--- src/rtl/ebus_diag_master.sv ---
// rtl/ebus_diag_master.sv - EBUS diagnostic-function initiator with fixed setup/strobe/hold timing
// Optional read timeout and responder-relative sampling: define EBUS_DIAG_TIMEOUT_EN.
module ebus_diag_master #(
    parameter int SETUP   = 2,
    parameter int STROBE  = 2,
    parameter int HOLD    = 1,
    parameter int RDWAIT  = 3,
    parameter int TIMEOUT = 16
) (
    input  logic        i_clk,
    input  logic        i_reset,
    input  logic        i_cmdValid,
    output logic        o_cmdReady,
    input  logic [0:6]  i_cmdFunc,
    input  logic        i_cmdWrite,
    input  logic [0:35] i_cmdData,
    output logic [0:6]  o_diagFunc,
    output logic        o_diagStrobe,
    output logic        o_drivingEBUS,
    output logic [0:35] o_ebusOut,
    input  logic [0:35] i_ebusIn,
    input  logic        i_ebusDrivenIn,
    output logic        o_rspValid,
    output logic [0:35] o_rspData,
    output logic        o_rspTimeout
);
    typedef enum logic [2:0] {S_IDLE, S_SETUP, S_STROBE, S_HOLD, S_DONE} state_t;

    localparam int L_PHASES = SETUP + STROBE + HOLD;
    localparam int L_MAX    = (TIMEOUT > L_PHASES) ? TIMEOUT : L_PHASES;
    localparam int CW       = $clog2(L_MAX + 2);
    typedef logic [CW-1:0] cnt_t;

    localparam cnt_t L_SETUP  = cnt_t'(SETUP - 1);
    localparam cnt_t L_STROBE = cnt_t'(STROBE - 1);
    localparam cnt_t L_HOLD   = cnt_t'((HOLD > 0) ? HOLD - 1 : 0);
    localparam cnt_t L_RDWAIT = cnt_t'(RDWAIT);

    state_t      r_state, w_next;
    cnt_t        r_cnt, w_cnt;
    cnt_t        r_rel, w_rel;
    logic [0:6]  r_func;
    logic        r_wr;
    logic [0:35] r_wdata, r_rd, w_rd, r_rsp_data;
    logic        w_drv, w_sample, w_tmo_hit, w_tmo, w_active, w_accept;

`ifdef EBUS_DIAG_TIMEOUT_EN
    localparam cnt_t L_TIMEOUT = cnt_t'(TIMEOUT - 1);
    logic r_seen, r_tmo;
    cnt_t r_to;

    // A read's strobe phase only counts down once a responder has driven the bus.
    assign w_drv     = r_wr | r_seen | i_ebusDrivenIn;
    assign w_rel     = (!r_wr && !r_seen) ? cnt_t'(1) : r_rel;
    assign w_tmo_hit = (r_state == S_STROBE) && !w_drv && (r_to == L_TIMEOUT);
    assign w_tmo     = r_tmo | w_tmo_hit;
`else
    assign w_drv     = 1'b1;
    assign w_rel     = r_rel;
    assign w_tmo_hit = 1'b0;
    assign w_tmo     = 1'b0;
`endif

    assign w_accept = (r_state == S_IDLE) && i_cmdValid;
    assign w_sample = !r_wr && (w_rel == L_RDWAIT) &&
                      (((r_state == S_STROBE) && w_drv) || (r_state == S_HOLD));
    assign w_rd     = w_sample ? i_ebusIn : r_rd;

    always_ff @(posedge i_clk or posedge i_reset) begin
        if (i_reset) begin
            r_state <= S_IDLE;
            r_cnt   <= '0;
        end else begin
            r_state <= w_next;
            r_cnt   <= w_cnt;
        end
    end

    always_comb begin
        w_next       = r_state;
        w_cnt        = r_cnt;
        w_active     = 1'b0;
        o_cmdReady   = 1'b0;
        o_diagStrobe = 1'b0;
        o_rspValid   = 1'b0;
        case (r_state)
            S_IDLE: begin
                o_cmdReady = 1'b1;
                if (i_cmdValid) begin
                    w_next = S_SETUP;
                    w_cnt  = L_SETUP;
                end
            end
            S_SETUP: begin
                w_active = 1'b1;
                if (r_cnt == '0) begin
                    w_next = S_STROBE;
                    w_cnt  = L_STROBE;
                end else begin
                    w_cnt = r_cnt - cnt_t'(1);
                end
            end
            S_STROBE: begin
                w_active     = 1'b1;
                o_diagStrobe = 1'b1;
                if (w_tmo_hit || (w_drv && (r_cnt == '0))) begin
                    if (HOLD > 0) begin
                        w_next = S_HOLD;
                        w_cnt  = L_HOLD;
                    end else begin
                        w_next = S_DONE;
                        w_cnt  = '0;
                    end
                end else if (w_drv) begin
                    w_cnt = r_cnt - cnt_t'(1);
                end
            end
            S_HOLD: begin
                w_active = 1'b1;
                if (r_cnt == '0) begin
                    w_next = S_DONE;
                end else begin
                    w_cnt = r_cnt - cnt_t'(1);
                end
            end
            S_DONE: begin
                o_rspValid = 1'b1;
                w_next     = S_IDLE;
            end
            default: w_next = S_IDLE;
        endcase
    end

    always_ff @(posedge i_clk or posedge i_reset) begin
        if (i_reset) begin
            r_func     <= '0;
            r_wr       <= 1'b0;
            r_wdata    <= '0;
            r_rd       <= '0;
            r_rel      <= '0;
            r_rsp_data <= '0;
`ifdef EBUS_DIAG_TIMEOUT_EN
            r_seen     <= 1'b0;
            r_tmo      <= 1'b0;
            r_to       <= '0;
`endif
        end else begin
            if (w_accept) begin
                r_func  <= i_cmdFunc;
                r_wr    <= i_cmdWrite;
                r_wdata <= i_cmdData;
                r_rd    <= '0;
`ifdef EBUS_DIAG_TIMEOUT_EN
                r_seen  <= 1'b0;
                r_tmo   <= 1'b0;
                r_to    <= '0;
`endif
            end else begin
                r_rd <= w_rd;
            end
            if (r_state == S_SETUP) begin
                r_rel <= cnt_t'(1);
            end else if ((r_state == S_STROBE) || (r_state == S_HOLD)) begin
                r_rel <= w_rel + cnt_t'(1);
            end
            // Sample lands on the same edge as the DONE transition when RDWAIT is the last active cycle.
            if ((r_state != S_DONE) && (w_next == S_DONE)) begin
                r_rsp_data <= (r_wr || w_tmo) ? '0 : w_rd;
            end
`ifdef EBUS_DIAG_TIMEOUT_EN
            if ((r_state == S_STROBE) && !r_wr) begin
                if (w_drv) r_seen <= 1'b1;
                else       r_to   <= r_to + cnt_t'(1);
                if (w_tmo_hit) r_tmo <= 1'b1;
            end
`endif
        end
    end

    assign o_diagFunc    = w_active ? r_func : '0;
    assign o_drivingEBUS = w_active & r_wr;
    assign o_ebusOut     = (w_active && r_wr) ? r_wdata : '0;
    assign o_rspData     = r_rsp_data;
    assign o_rspTimeout  = o_rspValid & w_tmo;

    // Contending with a responder is a bus error; the write still completes.
    assert property (@(posedge i_clk) disable iff (i_reset) !(o_drivingEBUS && i_ebusDrivenIn));

endmodule

--- config.mk ---
export PLATFORM = sky130hd
export DESIGN_NAME = ebus_diag_master
export DESIGN_NICKNAME = d
export VERILOG_FILES = /design/src/rtl/ebus_diag_master.sv
export SDC_FILE = /design/constraint.sdc
export NUM_CORES = 1
export LEC_CHECK = 0
export BUFFER_PORTS_ARGS = -buffer_cell sky130_fd_sc_hd__clkbuf_2
export CAP_MARGIN = 0
export CORE_MARGIN = 3
export CORE_UTILIZATION = 30
export DETAILED_ROUTE_END_ITERATION = 12
export GPL_ROUTABILITY_DRIVEN = 0
export PLACE_DENSITY = 0.57
export SETUP_SLACK_MARGIN = 0.15
export SKIP_LAST_GASP = 1
export SLEW_MARGIN = 20
export SYNTH_ARGS = -nofsm -noshare
export SYNTH_HDL_FRONTEND = slang
export SYNTH_SLANG_ARGS = --single-unit
--- constraint.sdc ---
create_clock -name i_clk -period 11.43 [get_ports i_clk]
set_input_delay 1.7145 -clock i_clk [delete_from_list [all_inputs] [get_ports i_clk]]
set_output_delay 1.7145 -clock i_clk [all_outputs]
set_load 0.02 [all_outputs]
==> Implementation_results.wiki <==
{| class="wikitable"
! Metric !! Value
|-
| Post-synthesis register bit count || 129
|-
| Number of nets in the layout || 699
|-
| Worst slew margin relative to its limit || 0.320
|-
| Power spent charging and discharging nets || 772 µW
|-
| Run status || complete, no violations
|-
| Fraction of power consumed by sequential logic || 0.378
|-
| Number of antenna-violating nets in the routed design || 0
|-
| Area Growth Syn to Fin || 28.6%
|-
| Clock period minus worst slack || 3.94 ns
|-
| Max clock buf depth || 2
|-
| Global-route congestion overflow total || 0
|-
| XOR/XNOR share of the synthesized area || 0.00487
|-
| Worst-path cell chain || o21ba_2, and3_1, clkbuf_2
|-
| Critical R2R Launch || r_cnt[0]
|-
| Final routed DRC violation total || 0
|-
| Net count after synthesis || 546
|-
| Detailed Route WL || 12900 µm
|-
| Proportion of power drawn by combinational gates || 0.368
|-
| I/O pin count || 168
|-
| Worst endpoint required time || 9.72 ns
|-
| Area of the placeable core || 17400 µm²
|-
| Crit path buffers/inverters || 1
|-
| Worst-path cell with the longest stage delay || o21ba_2
|-
| Path category of the worst min-delay check || flop to flop
|-
| Routed wire per std cell || 15.2 µm
|-
| Pin slew with the least headroom to its limit || 1.02 ns
|-
| Clock group share of total power || 0.254
|-
| Area share of and/or/nand/nor cells after synthesis || 0.139
|-
| Total internal power || 1300 µW
|-
| CTS root buffer || clkbuf_16
|-
| # resized after CTS || 0
|-
| Final cell utilization of the core || 0.398
|-
| Number of clock sinks || 129
|-
| HPWL after detailed placement || 8440 µm
|-
| Fill cell total of the finished layout || 1725
|-
| Total number of placement rows || 48
|-
| Synth Flop Type || dfrtp_1
|-
| Slew Viols, Final || 0
|-
| Detailed-route via count || 4005
|-
| Adder and majority cell fraction of the synthesized area || 0.00464
|-
| Biggest area consumer among synthesized cells || dfrtp_1
|-
| Origin of the worst min-delay path || o_rspData[17]
|-
| CTS tree || yes
|-
| Vias in the first global route || 4327
|-
| Count of hold-fix buffers inserted at cts || 0
|-
| Layout cell share with drive strength beyond 1 || 0.397
|-
| Deepest level of the CTS H-tree || 4
|-
| Post-Route Skew || 0.00576 ns
|-
| Final count of negative-setup-slack endpoints || 0
|-
| Yosys warning count || 0
|-
| Drt initial violations || 138
|-
| Largest net degree at the start of global routing || 81
|-
| Critical path's top delay family || compound AO/OA/AOI/OAI gates
|-
| Fin crit share || 0.345
|-
| Clock network latency to the later pin of the worst-skew pair || 0.41 ns
|-
| Top-area cell type share of the netlist area || 0.599
|-
| Fmax achieved || 0.254 GHz
|-
| Die W || 140 µm
|-
| Number of antenna violations at the first check in global routing || 0
|-
| Synthesized-area fraction occupied by ao, oa, aoi and oai cells || 0.0545
|-
| Leading cell types by count after synthesis || dfrtp_1 (129), mux2_2 (45), nor2_1 (44), nand2_1 (41)
|-
| Max incr delay on CP || 0.75 ns
|-
| Main area contributors after synthesis || dfrtp_1 (60%), mux2_2 (9.4%), mux2i_1 (6.7%)
|-
| Height of the chip || 140 µm
|-
| Antenna diode count || 0
|-
| Share of the yosys chip area belonging to registers || 0.599
|-
| Post-CTS clock slew at the launch and capture registers of the worst setup and hold paths || 0.05 ns
|-
| Worst ir drop on vdd || 0.000162 V
|-
| Critical path type || flop to primary output
|-
| Crit path from || r_state[0]
|-
| Floorplan die area || 19600 µm²
|-
| First-pass GRT wire length || 21800 µm
|-
| Count of different cell masters after synthesis || 36
|-
| Critical Path Sink Type || primary output
|-
| Combinational family with the most area after synthesis || multiplexers
|-
| Async set or reset register ratio after synthesis || 1.00
|-
| Number of cells produced by synthesis || 460
|-
| Category of the worst setup path launch point || flop
|-
| Number of hold violations in the final report || 0
|-
| MaxCap Viol Count || 0
|-
| Summed negative setup slack over all endpoints || 0 ns
|-
| Static Leak || 0.00376 µW
|-
| GR Util All Layers || 0.138
|-
| Via density || 4.71
|-
| Buffers on Ports || 165
|-
| Mapped Avg Cell Area || 11.7 µm²
|-
| Largest fanout of any net on the critical path || 47
|-
| Number of synthesized flops with an enable pin || 0
|-
| Starting utilization of the core area || 0.310
|-
| Multiplexer area fraction after synthesis || 0.161
|-
| Power density over the cells || 299 nW/µm²
|-
| Cell area after synthesis || 5390 µm²
|-
| Number of CTS-inserted buffers || 17
|-
| Post CTS Setup Buffer Count || 0
|-
| Arrival time at the worst endpoint || 2.22 ns
|-
| Cell with the most instances after synthesis || dfrtp_1
|-
| Number of detailed-route iterations in the first pass || 4
|-
| Switch share || 0.372
|-
| Setup repair after global routing missed its margin || no
|}
## metal layers
| metal | track usage | vias to the layer above | wire length [µm] |
|---|---|---|---|
| li1 | - | 1884 | - |
| met1 | 0.165 | 1987 | 5380 |
| met2 | 0.225 | 123 | 6220 |
| met3 | 0.0652 | 11 | 1140 |
| met4 | 0.0388 | 0 | 154 |
| met5 | 0 | - | 0 |
## sequential cells by signal, summed over array words and instances, names as in the netlist
| signal | cells |
|---|---|
| o_rspData | 36 |
| r_rd | 36 |
| r_wdata | 36 |
| r_func | 7 |
| r_cnt | 5 |
| r_rel | 5 |
| r_state | 3 |
| r_wr | 1 |
## power groups by stage
stage	Clock, µW	Combinational (µW)	Sequential (µW)
2_1_floorplan	0	486	823
3_3_place_gp	0	759	777
3_5_place_dp	0	776	790
4_1_cts	544	779	785
5_1_grt	568	846	813
6_report	527	764	784
## layout by cell type (no fill, tap or decap), types with 2 or more instances in the layout
cell type   count
and2_1          8
mux2_2         45
nand4_1         2
nand3b_1        2
dfrtp_1       128
nand2_1        41
nor3_1          4
clkbuf_1        2
xor2_1          3
clkbuf_16      17
and3_1         36
o21ai_0        11
clkbuf_8        3
ha_1            2
inv_1           4
clkinv_2        3
bufinv_16       2
o21ai_1        30
clkinvlp_4      2
or3_1           5
mux2i_1        36
clkinv_4        2
a21oi_1         6
nor2_1         44
clkbuf_2      165
buf_4           3
nor3b_1         2
## worst paths after layout
path	to	depth (start not counted)	slack (ns)
max in group asynchronous	o_rspData[10]	3	8.61
setup / recovery	o_ebusOut[13]	3	7.49
min in group asynchronous	r_wdata[11]	2	1.43
setup reg to reg	o_rspData[16]	7	8.38
hold / removal	o_rspData[17]	2	0.48
hold reg to reg	o_rspData[17]	2	0.48
## worst register-to-register path, delay by kind of cell, from the launching register on
family	cells	cell delay, ns
AOI/OAI and AO/OA	1	0.24
and+or+nand+nor	3	1.76
adders and majority gates	1	0.17
DFF	1	0.43
buffers and inverters	2	0.36
## area by class of cell
class	count	area [µm²]	share of cell area
Timing Repair Buffer	168	848	0.122
Clock buffer	22	474	0.0684
Clock inverter	9	108	0.0155
Multi-Input combinational cell	292	1970	0.285
Tap cell	225	282	0.0406
Inverter	5	21.3	0.00307
Sequential cell	129	3230	0.466
## stage by stage
stage	power [µW]	instances	setup slack, ns	area [µm²]	hold WS, ns
floorplan	1310	460	6.27	5390	0.464
global placement	1540	819	7.96	6350	0.463
detailed placement	1570	819	7.91	6350	0.471
CTS	2110	850	7.46	6940	0.484
global route	2230	850	7.26	6940	0.512
finish	2070	850	7.49	6940	0.476
## logic make-up after synthesis
| logic type | after synthesis |
|---|---|
| AO/OA/AOI/OAI | 54 |
| XOR/XNOR | 3 |
| adder cells (fa/ha/maj) | 2 |
| buffers and inverters | 39 |
| flip-flops | 129 |
| multiplexers | 81 |
| other | 1 |
| AND/OR/NAND/NOR | 151 |
Power figures use the tool's default switching activity.
